--- config.mk ---
export PLATFORM = sky130hd
export DESIGN_NAME = pwm_ramp_ctrl
export DESIGN_NICKNAME = d
export VERILOG_FILES = /design/src/rtl/pwm_ramp_ctrl.sv
export SDC_FILE = /design/constraint.sdc
export NUM_CORES = 1
export LEC_CHECK = 0
export BUFFER_PORTS_ARGS = -buffer_cell sky130_fd_sc_hd__buf_2
export CAP_MARGIN = 20
export CORE_MARGIN = 3
export CORE_UTILIZATION = 40
export DETAILED_ROUTE_END_ITERATION = 10
export GPL_ROUTABILITY_DRIVEN = 0
export GPL_TIMING_DRIVEN = 1
export PLACE_DENSITY = 0.57
export SETUP_SLACK_MARGIN = 0.5
export SYNTH_ARGS = -nofsm -noshare
export SYNTH_HDL_FRONTEND = slang
export SYNTH_SLANG_ARGS = --single-unit
export TNS_END_PERCENT = 5
--- constraint.sdc ---
create_clock -name clk_div -period 17.96 [get_ports clk_div]
set_input_delay 3.592 -clock clk_div [delete_from_list [all_inputs] [get_ports clk_div]]
set_output_delay 3.592 -clock clk_div [all_outputs]
set_load 0.05 [all_outputs]
--- src/rtl/pwm_ramp_ctrl.sv ---
// Sequencing controller in front of a PWM core: accepts period/duty/step/dwell configurations
// and ramps the core's duty cycle, changing core inputs only at PWM period boundaries.
module pwm_ramp_ctrl #(
   parameter int W  = 16,
   parameter int DW = 8
) (
   input  logic          clk_div,
   input  logic          reset,
   input  logic          cfg_valid,
   output logic          cfg_ready,
   input  logic [W-1:0]  cfg_period,
   input  logic [W-1:0]  cfg_duty,
   input  logic [W-1:0]  cfg_step,
   input  logic [DW-1:0] cfg_dwell,
   input  logic          stop,
   output logic [W-1:0]  period,
   output logic [W-1:0]  duty_cycle,
   output logic          enable,
   output logic          busy,
   output logic          done
);
   typedef enum logic [1:0] {IDLE, RAMP, HOLD, DRAIN} state_t;

   state_t        state, state_nx;
   logic [W-1:0]  ph, ph_nx;
   logic [W-1:0]  tgt, tgt_nx;
   logic [W-1:0]  step, step_nx;
   logic [W-1:0]  shadow, shadow_nx;
   logic [W-1:0]  period_nx, duty_nx;
   logic [DW-1:0] dwell, dwell_nx;
   logic [DW-1:0] dc, dc_nx;
   logic          pend, pend_nx;
   logic          enable_nx, done_nx;

   logic [W-1:0]  pm1, goal, stepped, cfg_tgt;
   logic [W:0]    sum;
   logic [DW-1:0] cfg_dwell_eff;
   logic          bnd, accept, dwell_last;

   assign cfg_ready     = (state == IDLE) || (state == HOLD);
   assign busy          = (state != IDLE);
   assign accept        = cfg_valid && cfg_ready;
   assign pm1           = (period == '0) ? '0 : period - W'(1);
   assign bnd           = enable && (ph >= pm1);
   assign cfg_tgt       = (cfg_duty > cfg_period) ? cfg_period : cfg_duty;
   assign cfg_dwell_eff = (cfg_dwell == '0) ? DW'(1) : cfg_dwell;
   assign dwell_last    = (dc == dwell - DW'(1));

   // One step toward goal: the W+1-bit sum saturates upward, the difference test avoids a borrow downward.
   assign goal = (state == DRAIN) ? '0 : tgt;
   assign sum  = {1'b0, duty_cycle} + {1'b0, step};

   always_comb begin
      stepped = goal;
      if (step != '0) begin
         if (duty_cycle < goal)
            stepped = (sum > {1'b0, goal}) ? goal : sum[W-1:0];
         else if (duty_cycle - goal > step)
            stepped = duty_cycle - step;
      end
   end

   always_comb begin
      // NOTE: every next-value signal gets its hold value first, so no branch can infer a latch.
      state_nx   = state;
      ph_nx      = ph;
      tgt_nx     = tgt;
      step_nx    = step;
      dwell_nx   = dwell;
      dc_nx      = dc;
      shadow_nx  = shadow;
      pend_nx    = pend;
      period_nx  = period;
      duty_nx    = duty_cycle;
      enable_nx  = enable;
      done_nx    = 1'b0;

      if (enable) ph_nx = bnd ? '0 : ph + W'(1);
      if (bnd && pend) begin
         period_nx = shadow;
         pend_nx   = 1'b0;
      end

      case (state)
         IDLE: begin
            if (accept) begin
               period_nx = cfg_period;
               enable_nx = 1'b1;
               duty_nx   = '0;
               dc_nx     = '0;
               tgt_nx    = cfg_tgt;
               step_nx   = cfg_step;
               dwell_nx  = cfg_dwell_eff;
               pend_nx   = 1'b0;
               state_nx  = RAMP;
            end
         end
         RAMP, HOLD: begin
            if (stop) begin
               state_nx = DRAIN;
               dc_nx    = '0;
            end else if (state == HOLD) begin
               if (accept) begin
                  tgt_nx    = cfg_tgt;
                  step_nx   = cfg_step;
                  dwell_nx  = cfg_dwell_eff;
                  shadow_nx = cfg_period;
                  pend_nx   = 1'b1;
                  dc_nx     = '0;
                  state_nx  = RAMP;
               end
            end else if (bnd) begin
               if (duty_cycle == tgt) begin
                  state_nx = HOLD;
                  dc_nx    = '0;
               end else if (dwell_last) begin
                  dc_nx   = '0;
                  duty_nx = stepped;
                  if (stepped == tgt) state_nx = HOLD;
               end else begin
                  dc_nx = dc + DW'(1);
               end
            end
         end
         DRAIN: begin
            if (bnd) begin
               if (duty_cycle == '0) begin
                  enable_nx = 1'b0;
                  done_nx   = 1'b1;
                  dc_nx     = '0;
                  state_nx  = IDLE;
               end else if (dwell_last) begin
                  dc_nx   = '0;
                  duty_nx = stepped;
               end else begin
                  dc_nx = dc + DW'(1);
               end
            end
         end
         default: state_nx = IDLE;
      endcase
   end

   // NOTE: registers use non-blocking assignments so every flop samples pre-edge values.
   always_ff @(posedge clk_div or posedge reset) begin
      if (reset) begin
         state      <= IDLE;
         ph         <= '0;
         tgt        <= '0;
         step       <= '0;
         dwell      <= DW'(1);
         dc         <= '0;
         shadow     <= '0;
         pend       <= 1'b0;
         period     <= '0;
         duty_cycle <= '0;
         enable     <= 1'b0;
         done       <= 1'b0;
      end else begin
         state      <= state_nx;
         ph         <= ph_nx;
         tgt        <= tgt_nx;
         step       <= step_nx;
         dwell      <= dwell_nx;
         dc         <= dc_nx;
         shadow     <= shadow_nx;
         pend       <= pend_nx;
         period     <= period_nx;
         duty_cycle <= duty_nx;
         enable     <= enable_nx;
         done       <= done_nx;
      end
   end

endmodule

==> results.cfg <==
[synth]
synth_seq_area_share_pct = 26.0
synth_top_area_share_pct = 25.8
synth_cell_type_count = 100
postSynthAreaPerCell_um2 = 8.08
synthesis.nets = 1577
synth_top_area_cell = dfrtp_1
synth_top_family_by_area = compound AO/OA/AOI/OAI gates
synth_mux_area_share_pct = 4.60
ys_seq_elements = 117
synth-xor-area-share_pct = 5.91
async_flop_share_pct = 100
synthFlopType = dfrtp_1
yosys-top-cells-area = dfrtp_1 26%, ha_1 13%, o21ai_0 5.6%, nand2_1 5.1%, a21oi_1 4.0%
synth-simple-area-share_pct = 21.7
synth-edff-count = 0
synthCells = 1395
synth_adder_area_share_pct = 13.7
synth_compound_area_share_pct = 22.8
syn_area_um2 = 11300
yosysWarnings = 0

[clock_network]
clock_path_buffers = 2
clkSlewWorstSetupHoldPaths_ps = 70
cts_tree = built
clkLatencyLatePin_ps = 430
ctsResizeCount = 0
cts_hold_buf = 0
post_cts_buffers = 0
numCtsBuffers = 17
h-tree-depth = 4
root_buffer = clkbuf_16
clock_sinks = 117

[cells_and_area]
fillers = 2728
postLayoutCoreUtil_pct = 46.1
syn2layout_area_growth_pct = 11.8
layout-drive-gt1-share_pct = 13.8
layout.nets = 1637

[worst_setup_path]
cp.required_ps = 18280
cp.arrival_ps = 8090
startpoint = state[0]
critPathSlowestCell = nor2_1
endpoint_kind = flop
critical_path_class = reg -> reg
r2r_start = state[0]
cp_max_fo = 21
crit_top_cell = o21ai_0
max_stage_delay_ps = 860
critPathLaunchType = flop

[timing]
tns_ps = 0
rsz0062_at_grt = no
post-route-period-util_pct = 43.3
setup_violations = 0
clock_skew_ps = 14.1
max_slew_margin_pct = 24.5
worst_pin_slew_ps = 1130
hold_violations = 0
fmax_mhz = 129
min_period_ps = 7770
slew_viol_final = 0

[detailed_routing]
route.met3.wl_um = 2890
vias = 10873
dr.pass1.iters = 6
drt_iter0_markers = 1131
wl_per_cell_um = 19.8
avgViaCountPerCell = 5.91
met2_length_um = 15700
route.antenna.remaining_nets = 0
top_layer_used = met4
drc = 0
wl_met1_um = 16800
wl_um = 36500

[floorplan]
start_util_pct = 41.2
io_pins = 96
die_w_um = 174
die_area_um2 = 30200
rows = 60
die_h_um = 174
core_um2 = 27300

[worst_hold_path]
hp-class = reg -> reg
min_from = shadow[10]

[outcome]
status = finished, final reports clean

[grt]
grt_first_pass_wirelength_um = 57600
track_usage_pct = 23.7
antenna_found_initial = 1
overflow = 0
grt_max_degree = 77
grt_pass1_vias = 10131

[place]
dp_hpwl_um = 27900
port-buffer-count = 95

[run]
maxCapViolCount = 0
[final timing paths]
| kind | to | slack (ps) | depth (start not counted) |
|---|---|---|---|
| worst max-delay path | state[1] | 10190 | 29 |
| worst min-delay path | shadow[10] | 480 | 2 |
| worst max register to register | state[1] | 10190 | 29 |
| worst min register to register | shadow[10] | 480 | 2 |
| max in group asynchronous | ph[8] | 13320 | 3 |
| min in group asynchronous | dwell[1] | 3240 | 2 |
[registers in the layout, summed over array words and instances (netlist names), 2 cells and up]
| name | cells |
|---|---|
| tgt | 16 |
| ph | 16 |
| shadow | 16 |
| state | 2 |
| period | 16 |
| step | 16 |
| dwell | 8 |
| dc | 8 |
| duty_cycle | 16 |
[worst max-delay path, delay by kind of cell (launching register included)]
family	cells	cell delay, ps
AO/OA/AOI/OAI	16	3620
AND/OR/NAND/NOR	7	2310
flip-flops	1	410
adder cells (fa/ha/maj)	3	880
XOR/XNOR	1	60
buffers and inverters	2	350
[layer usage]
metal / global-route usage (%) / vias up
li1: - / 5191
met1: 34.4 / 5079
met2: 35.8 / 516
met3: 3.72 / 87
met4: 8.14 / 0
met5: 0 / -
[cell families after synthesis]
kind of cell               after synthesis
DFF                                    117
AOI/OAI and AO/OA                      388
xor gates and xnor gates                76
buffers and inverters                  146
muxes                                   48
and+or+nand+nor                        498
adders and majority gates              122
[layout by cell type (no fill, tap or decap), types with 18 or more instances in the layout]
| cell type | n |
|---|---|
| a21oi_1 | 89 |
| buf_2 | 96 |
| dfrtp_1 | 116 |
| ha_1 | 119 |
| inv_1 | 81 |
| mux2_2 | 29 |
| mux2i_1 | 18 |
| nand2_1 | 153 |
| nand2b_1 | 20 |
| nand3_1 | 24 |
| nand4_1 | 27 |
| nor2_1 | 117 |
| nor2b_1 | 18 |
| nor3_1 | 34 |
| nor4_1 | 21 |
| o21ai_0 | 126 |
| xnor2_1 | 33 |
| xor2_1 | 43 |
[synth_stat cells, types with 5 or more instances]
cell	instances
o31a_1	6
nor3_1	34
nand3_1	25
or4_1	5
or2_2	8
o21ai_0	126
a221o_1	6
nor2_1	118
clkbuf_1	44
nor4_1	21
buf_1	5
ha_1	119
o211ai_1	11
buf_2	7
nand2_1	153
o31ai_1	11
nand2b_1	20
xnor2_1	33
and3_1	16
dfrtp_1	116
nand4_1	27
xor2_1	43
o21bai_1	5
mux2i_1	18
inv_1	82
a21oi_1	89
a211oi_1	15
a221oi_1	7
o32ai_1	5
a31oi_1	12
mux2_2	29
a21o_1	14
nor3b_1	9
or3_1	9
o22ai_1	7
o21a_1	5
nor2b_1	18
and2_1	9
and4_1	5
[per-stage QoR]
step           setup WS (ps)  area [um^2]  cells  hold WS, ps
3_3_place_gp           10820        12000   1807          460
2_1_floorplan          11270        11300   1395          449
6_report               10190        12600   1841          480
3_5_place_dp           10450        12000   1807          469
5_1_grt                 9770        12600   1841          509
4_1_cts                10440        12600   1839          486
[cell type report]
type	instances	area, um^2	share of cell area (%)
multi-input combinational	1132	7750	61.5
sequential	117	2930	23.2
timing repair buffer	103	533	4.23
tap	372	465	3.69
clock buffer	17	425	3.38
inverter	84	320	2.54
clock inverter	15	178	1.41
antenna	1	2.50	0.0199
Power is not shown: default switching activity piles up to over one toggle a cycle in this logic, so the estimate is an artifact.
